### config.mk
export PLATFORM = sky130hd
export DESIGN_NAME = pal_macrocell
export DESIGN_NICKNAME = d
export VERILOG_FILES = /design/src/rtl/pal_macrocell.sv
export SDC_FILE = /design/constraint.sdc
export NUM_CORES = 1
export LEC_CHECK = 0
export CAP_MARGIN = 10
export CORE_ASPECT_RATIO = 2
export CORE_UTILIZATION = 40
export CTS_BUF_LIST = sky130_fd_sc_hd__clkbuf_4
export CTS_CLUSTER_SIZE = 28
export DETAILED_ROUTE_END_ITERATION = 8
export HOLD_SLACK_MARGIN = 0.02
export PLACE_DENSITY_LB_ADDON = 0.08
export REMOVE_ABC_BUFFERS = 1
export SETUP_SLACK_MARGIN = 0.2
export SYNTH_ARGS = -nofsm -noshare
export SYNTH_HDL_FRONTEND = slang
export SYNTH_SLANG_ARGS = --single-unit
### constraint.sdc
create_clock -name CLK -period 2.22 [get_ports CLK]
set_input_delay 0.222 -clock CLK [delete_from_list [all_inputs] [get_ports CLK]]
set_output_delay 0.222 -clock CLK [all_outputs]
set_load 0.02 [all_outputs]
### src/rtl/pal_macrocell.sv
// Serially configured AND/OR array with per-output macrocells and a framed loader.
// Optional readback of the previous frame on CFG_OUT: define PAL_MACROCELL_READBACK_EN.
module pal_macrocell #(
  parameter int N = 8,
  parameter int P = 8,
  parameter int M = 8
) (
  input  logic         CLK,
  input  logic         RES_N,
  input  logic         CFG_START,
  input  logic         CFG_VALID,
  input  logic         CFG_BIT,
  input  logic [N-1:0] INPUT_VARS,
  output logic [M-1:0] OUTPUT_VALS,
  output logic         CFG_BUSY,
  output logic         CFG_DONE,
  output logic [1:0]   DBG_STATE
`ifdef PAL_MACROCELL_READBACK_EN
  ,
  output logic         CFG_OUT
`endif
);

  localparam int L  = 2*N*P + P*M + 2*M;
  localparam int A  = 2*N*P;
  localparam int B  = A + P*M;
  localparam int CW = $clog2(L+1);
  localparam logic [CW-1:0] LAST = CW'(L-1);

  // Handshake: a configuration bit is consumed on any rising CLK where the
  // loader is in LOAD, CFG_VALID is high and CFG_START is low; there is no
  // back-pressure, CFG_BUSY only reports that a frame is in progress.
  typedef enum logic [1:0] {S_UNCFG = 2'd0, S_LOAD = 2'd1, S_RUN = 2'd2} state_t;

  state_t         r_state;
  logic [L-1:0]   r_chain;
  logic [CW-1:0]  r_cnt;
  logic [M-1:0]   r_q;
  logic           r_busy;
  logic           r_done;

  logic [2*N-1:0] w_lit;
  logic [P-1:0]   w_any;
  logic [P-1:0]   w_all;
  logic [P-1:0]   w_term;
  logic [M-1:0]   w_sum;
  logic [M-1:0]   w_reg;
  logic [M-1:0]   w_inv;
  logic [M-1:0]   w_comb;

  always_comb begin
    w_lit = '0;
    for (int i = 0; i < N; i++) begin
      w_lit[2*i]   = INPUT_VARS[i];
      w_lit[2*i+1] = ~INPUT_VARS[i];
    end
  end

  // A product term with no connected literal must read 0, hence the w_any qualifier.
  always_comb begin
    w_any = '0;
    w_all = '1;
    for (int p = 0; p < P; p++) begin
      for (int k = 0; k < 2*N; k++) begin
        if (r_chain[p + k*P]) begin
          w_any[p] = 1'b1;
          if (!w_lit[k]) w_all[p] = 1'b0;
        end
      end
    end
    w_term = w_any & w_all;
  end

  always_comb begin
    w_sum = '0;
    w_reg = '0;
    w_inv = '0;
    for (int m = 0; m < M; m++) begin
      w_sum[m] = |(w_term & r_chain[A + m*P +: P]);
      w_reg[m] = r_chain[B + 2*m];
      w_inv[m] = r_chain[B + 2*m + 1];
    end
    w_comb = w_sum ^ w_inv;
  end

  always_ff @(posedge CLK or negedge RES_N) begin
    if (!RES_N) begin
      r_state <= S_UNCFG;
      r_chain <= '0;
      r_cnt   <= '0;
      r_q     <= '0;
      r_busy  <= 1'b0;
      r_done  <= 1'b0;
    end else if (CFG_START) begin
      r_state <= S_LOAD;
      r_cnt   <= '0;
      r_q     <= '0;
      r_busy  <= 1'b1;
      r_done  <= 1'b0;
    end else begin
      case (r_state)
        S_LOAD: begin
          if (CFG_VALID) begin
            r_chain <= {r_chain[L-2:0], CFG_BIT};
            if (r_cnt == LAST) begin
              r_state <= S_RUN;
              r_busy  <= 1'b0;
              r_done  <= 1'b1;
            end else begin
              r_cnt <= r_cnt + 1'b1;
            end
          end
        end
        S_RUN:   r_q <= w_comb;
        default: ;
      endcase
    end
  end

  assign OUTPUT_VALS = r_done ? ((w_reg & r_q) | (~w_reg & w_comb)) : '0;
  assign CFG_BUSY    = r_busy;
  assign CFG_DONE    = r_done;
  assign DBG_STATE   = r_state;

`ifdef PAL_MACROCELL_READBACK_EN
  assign CFG_OUT = r_chain[L-1];
`endif

endmodule

==> results of run 1 <==
[through the flow]
| stage | utilization, % | cells |
|---|---|---|
| floorplan | - | 709 |
| global placement | 49.7 | 1289 |
| detailed placement | 49.7 | 1289 |
| CTS | 54.3 | 1400 |
| global route | 55.2 | 1406 |
| finish | 55.2 | 1406 |
[report_power, final]
group	leakage (uW)	switching [uW]	total, uW	internal, uW
registers	0.00312	126	4370	4250
clock network	0.000400	1700	3310	1610
logic	0.00342	1130	2320	1200
[routing by layer]
metal  GRT usage [%]  wire [um]  vias to the layer above
met4            15.8       2100                        0
li1                -          -                     3464
met3            4.19        897                       90
met1            21.4       9670                     3837
met5               0          0                        -
met2            45.8      17400                      171
[cell families (layout without fill, tap and decap cells)]
kind of cell	Yosys count	in the layout	synth area share, %
XOR/XNOR	5	5	0.422
adder cells (fa/ha/maj)	1	1	0.120
buffers and inverters	42	357	2.32
multiplexers	273	273	28.8
other	0	1	0
AND/OR/NAND/NOR	152	152	10.0
AO/OA/AOI/OAI	51	51	3.88
flip-flops	226	226	54.4
[layout make-up]
class                   instances  share of cell area [%]
repair buffers                261                    16.9
clock inverters                17                   0.488
multi-input cells             482                    35.2
well taps                     340                    3.02
inverters                       1                  0.0266
flip-flops and latches        226                    40.2
diodes                          1                  0.0178
clock buffers                  78                    4.16
[cells in the mapped netlist (5+ instances only)]
library cell  instances  area, um2
dfrtp_1             226       5660
mux2_2              208       2340
mux2i_1              65        651
nor4_1               37        231
a22oi_1              29        218
nand4_1              17        106
clkbuf_1             16       60.1
buf_2                13       65.1
nand2_1              12       45.0
nand3_1              12       60.1
nor2_1               10       37.5
nor4b_1              10       87.6
and4_1                8       70.1
buf_6                 8       90.1
nor2b_1               8       50.1
a221o_1               6       60.1
nor3_2                6       60.1
nor3_1                5       25.0
[registers in the layout, indices dropped and copies added (netlist names)]
signal,count
DBG_STATE,2
r_chain,208
r_cnt,8
r_q,8
[worst reg2reg max path, stage by stage, from the launching register on]
cell     delay, ns
dfrtp_1       0.39
buf_6         0.12
nor4_4        0.28
and4_4        0.32
nor3_4        0.04
buf_6         0.15
buf_6         0.11
buf_6         0.11
a22oi_2       0.15
nand4_1       0.20
buf_4         0.20
buf_6         0.11
buf_6         0.10
buf_6         0.10
buf_6         0.10
buf_6         0.10
buf_6         0.11
a221o_1       0.29
[worst min-delay path by stage]
| stage | end | startpoint | cells past startpoint |
|---|---|---|---|
| floorplan | DBG_STATE[0]$_DFFE_PN0P_ | RES_N | 0 |
| detailed placement | r_chain[143]$_DFFE_PN0P_ | RES_N | 1 |
| finish | r_chain[143]$_DFFE_PN0P_ | RES_N | 2 |
| CTS | r_chain[0]$_DFFE_PN0P_ | CFG_BIT | 2 |
| global route | r_chain[0]$_DFFE_PN0P_ | CFG_BIT | 2 |
| global placement | r_chain[144]$_DFFE_PN0P_ | RES_N | 1 |
[repair_timing]
item / CTS / global route
gates cloned: 0 / 0
buffers inserted: 15 / 5
hold endpoints to repair: 226 / 0
pin swaps: 19 / 21
hold buffers: 1 / 0
endpoints found under the setup margin: 18 / 20
resized for setup: 122 / 38
==> key figures, run 1 <==
STA
  • Final worst setup slack: -1.13 ns
  • Fmax: 299 MHz
  • Max Slew Vio Count: 0
  • RSZ-0062 raised after global routing: true
  • Measured slew at the worst slew-check pin: 0.658 ns
  • Final worst-path cycle share: 151%
  • Slew Limit Headroom: 56.1%
  • Final count of hold timing violations: 0
  • Setup Skew: 0.0417 ns
  • Min cycle time layout: 3.35 ns
  • Setup TNS: -10.36 ns
  • Worst hold margin: 0.0905 ns
  • # setup viols final: 15

Logic synthesis
  • Most used DFF post-synth: dfrtp_1
  • Synth cell types: 45
  • Synth warn: 0
  • Register area share after synthesis: 54.4%
  • Seq cells post-synth: 226
  • Post-Synthesis Mean Instance Area: 13.8 um2
  • Post-synth EDFFs: 0
  • Cells after Synth: 750
  • Ys async rst share: 100%
  • Post-Syn Area: 0.0104 mm2

Placement
  • PortBufs: 24
  • Pre-CTS setup slack: -1.99 ns
  • GPL Wtd Cong: 0.819
  • Placed standard-cell area: 0.0127 mm2
  • Dpl hpwl: 22100 um

Setup path
  • Critical R2R Launch: r_chain[8]$_DFFE_PN0P_
  • Critical path's top delay family: simple AND/OR/NAND/NOR gates
  • Worst EP required: 2.00 ns
  • Critical Path Max Stage Delay: 0.43 ns
  • Number of cells on the critical path: 11
  • CP Max Fanout: 3
  • Critical Path Start: r_chain[0]$_DFFE_PN0P_
  • Setup CP Type: reg -> out
  • Worst path buffer plus inverter count: 4
  • CP endpoint kind: output pin
  • Setup crit start kind: flop
  • Most common cell type on the critical path: buf_6
  • Cell Chain, Critical Path: buf_6, mux2i_4, nand4_1, buf_6, nor4b_4, buf_4, a2111oi_4, and3_4, and4b_1, a311o_1, buf_6
  • R2r setup slk: -0.89 ns
  • Reg2Reg Depth: 17
  • Crit path to: OUTPUT_VALS[7]
  • WP data arrival: 3.13 ns
  • Slowest cell on crit path: dfrtp_2
  • RR Endpoint: r_q[6]$_DFFE_PN0P_

Global route
  • Largest net degree at the start of global routing: 78
  • Global-route wire length before repair: 46600 um
  • Vias in the first global route: 8482
  • GRT overflow: 0
  • Initial antenna violation count: 1
  • GRT Resource Usage Total: 23.7%

Job
  • Maxcap violations: 0

Clock network
  • CTS HTree Levels: 2
  • Clock transition at path regs: 0.07 ns
  • Clock Path Buffers: 3
  • CTS tree: yes
  • Worst-Skew Late Latency: 0.72 ns
  • CTS buffer count: 56
  • Clock sinks: 226
  • Root Driver: clkbuf_4

Finish
  • Layout cell share with drive strength beyond 1: 58.1%
  • Area occupied by multi-input gates: 0.00496 mm2
  • FF/Latch Area: 0.00566 mm2
  • Fillers: 2288
  • Final instance area: 0.0141 mm2
  • Most common cell after layout, fill and taps aside: dfrtp_1
  • Nets@finish: 1042
  • Most frequent cells in the layout: 223 x dfrtp_1, 208 x mux2_2, 190 x buf_4, 78 x clkbuf_4, 61 x mux2i_1
  • Area Overhead vs Synth: 35.7%

Floorplan
  • Die width: 116 um
  • Core area: 0.0255 mm2
  • Starting Density: 40.7%
  • Die Y: 230 um
  • Ports: 25
  • Die Area: 0.0267 mm2
  • Row Count: 83

Status
  • Status: complete, but fails checks
  • Violated checks: negative setup slack

Pwr
  • Total power: 10000 uW
  • Static leakage: 0.00694 uW
  • Pwr dens: 710 mW/mm2
  • Worst VDD drop: 0.000336 V

Detailed routing
  • DRT iter0 DRCs: 217
  • Drt pass-1 iters: 4
  • DRC viols: 0
  • ANT nets after route: 0
  • Via count: 7562
  • Vias per cell: 5.38
  • Post-Route WL: 30100 um
  • Wirelength per Cell: 21.4 um

Min path
  • Hold crit path type: in -> async
(Power assumes the default switching activity.)
==> run 2: changes to the inputs <==
Settings changed: TNS_END_PERCENT set to 10.
==> run 2 against run 1 <==
Effect of this change:
- the flow still finishes with violations (negative setup slack)
- final area is 2.3% lower
- clock skew fell by 0.0075 ns
- clock-buffer cell count is the same
- utilization decreased by 1.3 points
- maximum frequency is 0.18% lower
- flip-flop and latch count unchanged
- setup slack lost 0.0059 ns
- largest cell class unchanged
==> key figures, run 2 (synthesized netlist as in run 1, its figures left out) <==
Status
  • Status: complete, but fails checks (unchanged)
  • Violated checks: negative setup slack (unchanged)

Setup path
  • CP endpoint kind: output pin (unchanged)
  • WP data arrival: 3.13 ns (about the same)
  • CP Max Fanout: 3 (unchanged)
  • Setup CP Type: reg -> out (unchanged)
  • Setup crit start kind: flop (unchanged)
  • Worst EP required: 2.00 ns (about the same)
  • R2r setup slk: -1.10 ns (was -0.89 ns)

STA
  • RSZ-0062 raised after global routing: true (unchanged)
  • Measured slew at the worst slew-check pin: 0.660 ns (was 0.658 ns)
  • Final worst-path cycle share: 151% (about the same)
  • Final count of hold timing violations: 0 (unchanged)
  • Setup Skew: 0.0341 ns (was 0.0417 ns)
  • Max Slew Vio Count: 0 (unchanged)
  • Final worst setup slack: -1.14 ns (was -1.13 ns)
  • Worst hold margin: 0.0883 ns (was 0.0905 ns)
  • # setup viols final: 16 (was 15)
  • Slew Limit Headroom: 56.0% (was 56.1%)
  • Fmax: 298 MHz (was 299 MHz)
  • Min cycle time layout: 3.36 ns (was 3.35 ns)

Detailed routing
  • Post-Route WL: 29700 um (was 30100 um)
  • DRT iter0 DRCs: 217 (unchanged)
  • ANT nets after route: 0 (unchanged)
  • Drt pass-1 iters: 4 (unchanged)
  • Wirelength per Cell: 21.3 um (was 21.4 um)
  • DRC viols: 0 (unchanged)
  • Via count: 7513 (was 7562)
  • Vias per cell: 5.39 (was 5.38)

Clock network
  • Clock Path Buffers: 3 (unchanged)
  • CTS HTree Levels: 2 (unchanged)
  • Clock transition at path regs: 0.06 ns (was 0.07 ns)
  • Worst-Skew Late Latency: 0.72 ns (about the same)
  • CTS buffer count: 56 (unchanged)
  • CTS tree: yes (unchanged)
  • Root Driver: clkbuf_4 (unchanged)
  • Clock sinks: 226 (unchanged)

Finish
  • Layout cell share with drive strength beyond 1: 55.9% (was 58.1%)
  • Largest registers: r_chain (208), r_cnt (8), r_q (8) (unchanged)
  • Nets@finish: 1031 (was 1042)
  • Most common cell after layout, fill and taps aside: dfrtp_1 (unchanged)
  • Most flop-heavy register: r_chain (unchanged)
  • Area Overhead vs Synth: 32.6% (was 35.7%)
  • Fillers: 2309 (was 2288)
  • Most frequent cells in the layout: 224 x dfrtp_1, 208 x mux2_2, 196 x buf_4, 78 x clkbuf_4, 61 x mux2i_1 (was 223 x dfrtp_1, 208 x mux2_2, 190 x buf_4, 78 x clkbuf_4, 61 x mux2i_1)
  • Max reg flops: 208 (unchanged)

Placement
  • Pre-CTS setup slack: -1.99 ns (unchanged)
  • GPL Wtd Cong: 0.819 (unchanged)
  • PortBufs: 24 (unchanged)
  • Dpl hpwl: 22100 um (unchanged)

Global route
  • Initial antenna violation count: 1 (unchanged)
  • Global-route wire length before repair: 46300 um (was 46600 um)
  • Largest net degree at the start of global routing: 78 (unchanged)
  • Vias in the first global route: 8430 (was 8482)
  • GRT overflow: 0 (unchanged)
  • GRT Resource Usage Total: 23.5% (was 23.7%)

Floorplan
  • Die Y: 230 um (unchanged)
  • Core area: 0.0255 mm2 (unchanged)
  • Die width: 116 um (unchanged)
  • Die Area: 0.0267 mm2 (unchanged)
  • Starting Density: 40.7% (unchanged)
  • Row Count: 83 (unchanged)
  • Ports: 25 (unchanged)

Pwr
  • Sw frac: 29.5% (about the same)
  • P_sw: 2890 uW (was 2950 uW)
  • Pwr dens: 713 mW/mm2 (was 710 mW/mm2)
  • Internal Power: 6930 uW (was 7050 uW)
  • Static leakage: 0.00685 uW (was 0.00694 uW)
  • Worst VDD drop: 0.000360 V (was 0.000336 V)
  • Total power: 9820 uW (was 10000 uW)
  • Comb power frac: 21.8% (was 23.2%)
  • Clk pwr share: 33.7% (was 33.1%)
  • Part of the power in registers: 44.5% (was 43.7%)

Job
  • Maxcap violations: 0 (unchanged)

Min path
  • Hold crit path type: in -> async (unchanged)
run 2: layout make-up:
class	count	area (um2)	area share [%]
sequential	226	5660	41.1
multi-input combinational	482	4810	34.9
timing repair buffer	250	2220	16.1
clock buffer	78	586	4.25
tap	340	425	3.09
clock inverter	17	68.8	0.500
inverter	1	3.75	0.0273
antenna	1	2.50	0.0182
run 2: layer usage:
metal	track usage [%]	routed length (um)	vias up	part of all wire, %
met2	45.4	16900	152	57
met1	21.4	9700	3823	33
met5	0	0	-	0
met3	4.11	851	94	2.9
li1	-	-	3444	-
met4	15.8	2270	0	7.6
run 2: through the flow:
stage	TNS [ns]	instances	cell area [um2]	utilization [%]
6_report	-10.44	1395	13800	53.9
4_1_cts	-11.41	1393	13600	53.4
3_3_place_gp	-22.16	1289	12700	49.7
3_5_place_dp	-22.14	1289	12700	49.7
5_1_grt	-13.00	1395	13800	53.9
2_1_floorplan	-1782.58	709	10100	-
run 2: timing repair:
action / 4_1_cts / 5_1_grt
pin swaps: 11 / 8
resized for setup: 91 / 23
endpoints found under the hold margin: 226 / 0
buffers inserted: 8 / 1
hold buffers: 1 / 0
setup endpoints to repair: 18 / 20
run 2: power by group through the flow:
stage / Combinational [uW] / Clock, uW / Sequential, uW
final: 2140 / 3310 / 4370
after detailed placement: 1940 / 0 / 4420
after global placement: 1900 / 0 / 4410
after global routing: 2270 / 3660 / 4380
after floorplan: 739 / 0 / 4410
after CTS: 2120 / 3460 / 4360
run 2: worst paths after layout:
check                                         startpoint                       end  cells after the start
worst max-delay path            r_chain[105]$_DFFE_PN0P_            OUTPUT_VALS[7]                     10
worst min-delay path                               RES_N  r_chain[143]$_DFFE_PN0P_                      2
worst max register to register    r_chain[0]$_DFFE_PN0P_        r_q[6]$_DFFE_PN0P_                     16
worst min register to register  r_chain[157]$_DFFE_PN0P_  r_chain[157]$_DFFE_PN0P_                      1
max in group asynchronous                          RES_N  r_chain[117]$_DFFE_PN0P_                      3
min in group CLK                                 CFG_BIT    r_chain[0]$_DFFE_PN0P_                      2
run 2: critical path, cell delays in order, from the launching register on:
cell and delay, ns:
dfrtp_1 0.41, mux2i_1 0.16, buf_4 0.18, nand4_1 0.17, buf_4 0.18, nor4b_1 0.48, a2111oi_4 0.05, and3_4 0.21
and4b_1 0.16, a311o_1 0.28, buf_6 0.14
==> run 3: changes to the inputs <==
Settings changed: CORE_MARGIN set to 2, SLEW_MARGIN set to 20.
==> run 3 against run 2 <==
Effect of this change:
- non-clock buffer count shrank 9
- global-route usage shrank 1.2 points
- the flow still finishes with violations (negative setup slack)
- setup slack lost 0.069 ns
- utilization shrank 0.51 points
- sequential share of layout area grew 0.20 points
- clock-buffer cell count is the same
- hold slack gained 0.065 ns
- critical path type unchanged
- clock skew grew 0.010 ns
- cell count shrank 0.14%
- largest cell class unchanged
==> key figures, run 3 (synthesized netlist as in run 1, its figures left out) <==
Placement
  • Placed standard-cell area: 0.0126 mm2 (was 0.0127 mm2)
  • GPL Wtd Cong: 0.836 (was 0.819)
  • Placed insts: 1284 (was 1289)
  • PortBufs: 24 (unchanged)
  • Dpl hpwl: 21600 um (was 22100 um)
  • Pre-CTS setup slack: -1.62 ns (was -1.99 ns)

Setup path
  • Crit path to: OUTPUT_VALS[7] (unchanged)
  • RR Endpoint: r_q[6]$_DFFE_PN0P_ (unchanged)
  • Critical Path Start: r_chain[81]$_DFFE_PN0P_ (was r_chain[105]$_DFFE_PN0P_)
  • Critical R2R Launch: r_chain[81]$_DFFE_PN0P_ (was r_chain[0]$_DFFE_PN0P_)
  • Setup crit start kind: flop (unchanged)
  • Reg2Reg Depth: 12 (was 16)
  • CP endpoint kind: output pin (unchanged)
  • CP Max Fanout: 3 (unchanged)
  • Worst EP required: 2.00 ns (about the same)
  • Setup CP Type: reg -> out (unchanged)
  • R2r setup slk: -0.49 ns (was -1.10 ns)
  • WP data arrival: 3.20 ns (was 3.13 ns)

Clock network
  • Clock sinks: 226 (unchanged)
  • CTS HTree Levels: 2 (unchanged)
  • CTS buffer count: 55 (was 56)
  • Clock transition at path regs: 0.07 ns (was 0.06 ns)
  • Root Driver: clkbuf_4 (unchanged)
  • Worst-Skew Late Latency: 0.72 ns (about the same)
  • Clock Path Buffers: 3 (unchanged)
  • CTS tree: yes (unchanged)

STA
  • Max Slew Vio Count: 0 (unchanged)
  • RSZ-0062 raised after global routing: true (unchanged)
  • Final worst-path cycle share: 154% (was 151%)
  • Setup Skew: 0.0441 ns (was 0.0341 ns)
  • Measured slew at the worst slew-check pin: 0.497 ns (was 0.660 ns)
  • # setup viols final: 16 (unchanged)
  • Min cycle time layout: 3.43 ns (was 3.36 ns)
  • Final worst setup slack: -1.21 ns (was -1.14 ns)
  • Fmax: 292 MHz (was 298 MHz)
  • Slew Limit Headroom: 66.9% (was 56.0%)
  • Final count of hold timing violations: 0 (unchanged)

Finish
  • Layout cell share with drive strength beyond 1: 54.3% (was 55.9%)
  • Most common cell after layout, fill and taps aside: dfrtp_1 (unchanged)
  • Most flop-heavy register: r_chain (unchanged)
  • Most frequent cells in the layout: 226 x dfrtp_1, 208 x mux2_2, 195 x buf_4, 78 x clkbuf_4, 57 x mux2i_1 (was 224 x dfrtp_1, 208 x mux2_2, 196 x buf_4, 78 x clkbuf_4, 61 x mux2i_1)
  • Final instance area: 0.0137 mm2 (was 0.0138 mm2)
  • Area occupied by multi-input gates: 0.00482 mm2 (was 0.00481 mm2)
  • Max reg flops: 208 (unchanged)
  • Post-Layout Cell Count: 1393 (was 1395)
  • Area Overhead vs Synth: 31.8% (was 32.6%)
  • Fillers: 2302 (was 2309)
  • Largest registers: r_chain (208), r_cnt (8), r_q (8) (unchanged)
  • Nets@finish: 1021 (was 1031)
  • FF/Latch Area: 0.00566 mm2 (about the same)

Floorplan
  • Core area: 0.0257 mm2 (was 0.0255 mm2)
  • Die width: 118 um (was 116 um)
  • Row Count: 83 (unchanged)
  • Ports: 25 (unchanged)
  • Starting Density: 40.5% (was 40.7%)
  • Die Area: 0.0274 mm2 (was 0.0267 mm2)
  • Die Y: 232 um (was 230 um)

Min path
  • Hold crit path type: in -> reg (was in -> async)
  • WHS Path Cells: 2

Detailed routing
  • Post-Route WL: 29400 um (was 29700 um)
  • Vias per cell: 5.31 (was 5.39)
  • Drt pass-1 iters: 4 (unchanged)
  • ANT nets after route: 0 (unchanged)
  • DRT iter0 DRCs: 263 (was 217)
  • DRC viols: 0 (unchanged)
  • Via count: 7400 (was 7513)
  • Wirelength per Cell: 21.1 um (was 21.3 um)

Global route
  • Largest net degree at the start of global routing: 59 (was 78)
  • GRT overflow: 0 (unchanged)
  • GRT Resource Usage Total: 22.4% (was 23.5%)
  • Vias in the first global route: 8444 (was 8430)
  • Initial antenna violation count: 1 (unchanged)
  • Global-route wire length before repair: 46700 um (was 46300 um)

Job
  • Maxcap violations: 0 (unchanged)

Pwr
  • Static leakage: 0.00676 uW (was 0.00685 uW)
  • Worst VDD drop: 0.000409 V (was 0.000360 V)
  • Pwr dens: 715 mW/mm2 (was 713 mW/mm2)

Status
  • Status: complete, but fails checks (unchanged)
  • Violated checks: negative setup slack (unchanged)
## run 3: changes by cell type in the layout (fill, tap and decap cells not counted), moves of 4 or more
cell and change:
and4_4 -5, nor4_1 +4, a22oi_2 -4, buf_2 -4, mux2i_1 -4, buf_12 -4
a22oi_1 +4, and4_1 +5, clkinv_1 +8
## run 3: critical path, cell delays in order (launching register included)
cell	delay, ns
dfrtp_1	0.39
buf_4	0.15
mux2i_2	0.27
nand4_1	0.30
nor4b_4	0.36
a2111oi_4	0.06
buf_4	0.15
and3_4	0.18
and4b_1	0.18
a311o_1	0.33
buf_6	0.14
## run 3: timing repair
item | CTS | global route
setup buffers | 3 | 0
cloned | 0 | 0
gates resized for setup | 99 | 12
setup endpoints to repair | 18 | 22
pin swaps | 16 | 2
hold endpoints to repair | 226 | 0
hold buffers | 3 | 0
## run 3: worst min path at each step
stage / endpoint / from
global placement: r_chain[152]$_DFFE_PN0P_ / RES_N
floorplan: DBG_STATE[0]$_DFFE_PN0P_ / RES_N
CTS: r_chain[0]$_DFFE_PN0P_ / CFG_BIT
finish: r_chain[0]$_DFFE_PN0P_ / CFG_BIT
global route: r_chain[0]$_DFFE_PN0P_ / CFG_BIT
detailed placement: r_chain[152]$_DFFE_PN0P_ / RES_N
## run 3: area by class of cell
type                       count  share of cell area (%)
inverter                       1                  0.0274
antenna                        1                  0.0183
timing repair buffer         241                    15.4
clock buffer                  78                    4.28
clock inverter                24                   0.703
sequential                   226                    41.3
multi-input combinational    482                    35.2
tap                          340                    3.11
## run 3: power breakdown
| group | leakage, uW | switching [uW] | internal, uW |
|---|---|---|---|
| registers | 0.00313 | 130 | 4240 |
| logic | 0.00322 | 1060 | 999 |
| clock network | 0.000408 | 1730 | 1630 |
## run 3: through the flow
stage,power [uW],TNS (ns),utilization [%],hold WS [ns]
2_1_floorplan,5150,-1782.58,-,-0.0736
3_3_place_gp,6330,-16.69,49.2,0.196
3_5_place_dp,6360,-16.97,49.2,0.205
4_1_cts,9940,-11.96,53.2,0.0828
5_1_grt,10300,-13.51,53.4,0.0889
6_report,9790,-11.16,53.4,0.153
## run 3: per-layer routing
metal  wire length (um)  global-route usage (%)  vias to the layer above
met5                 12                       0                        -
met4               1870                    13.4                        2
met3                817                    3.68                       84
met2              17100                    44.9                      148
met1               9630                    20.5                     3744
li1                   -                       -                     3422
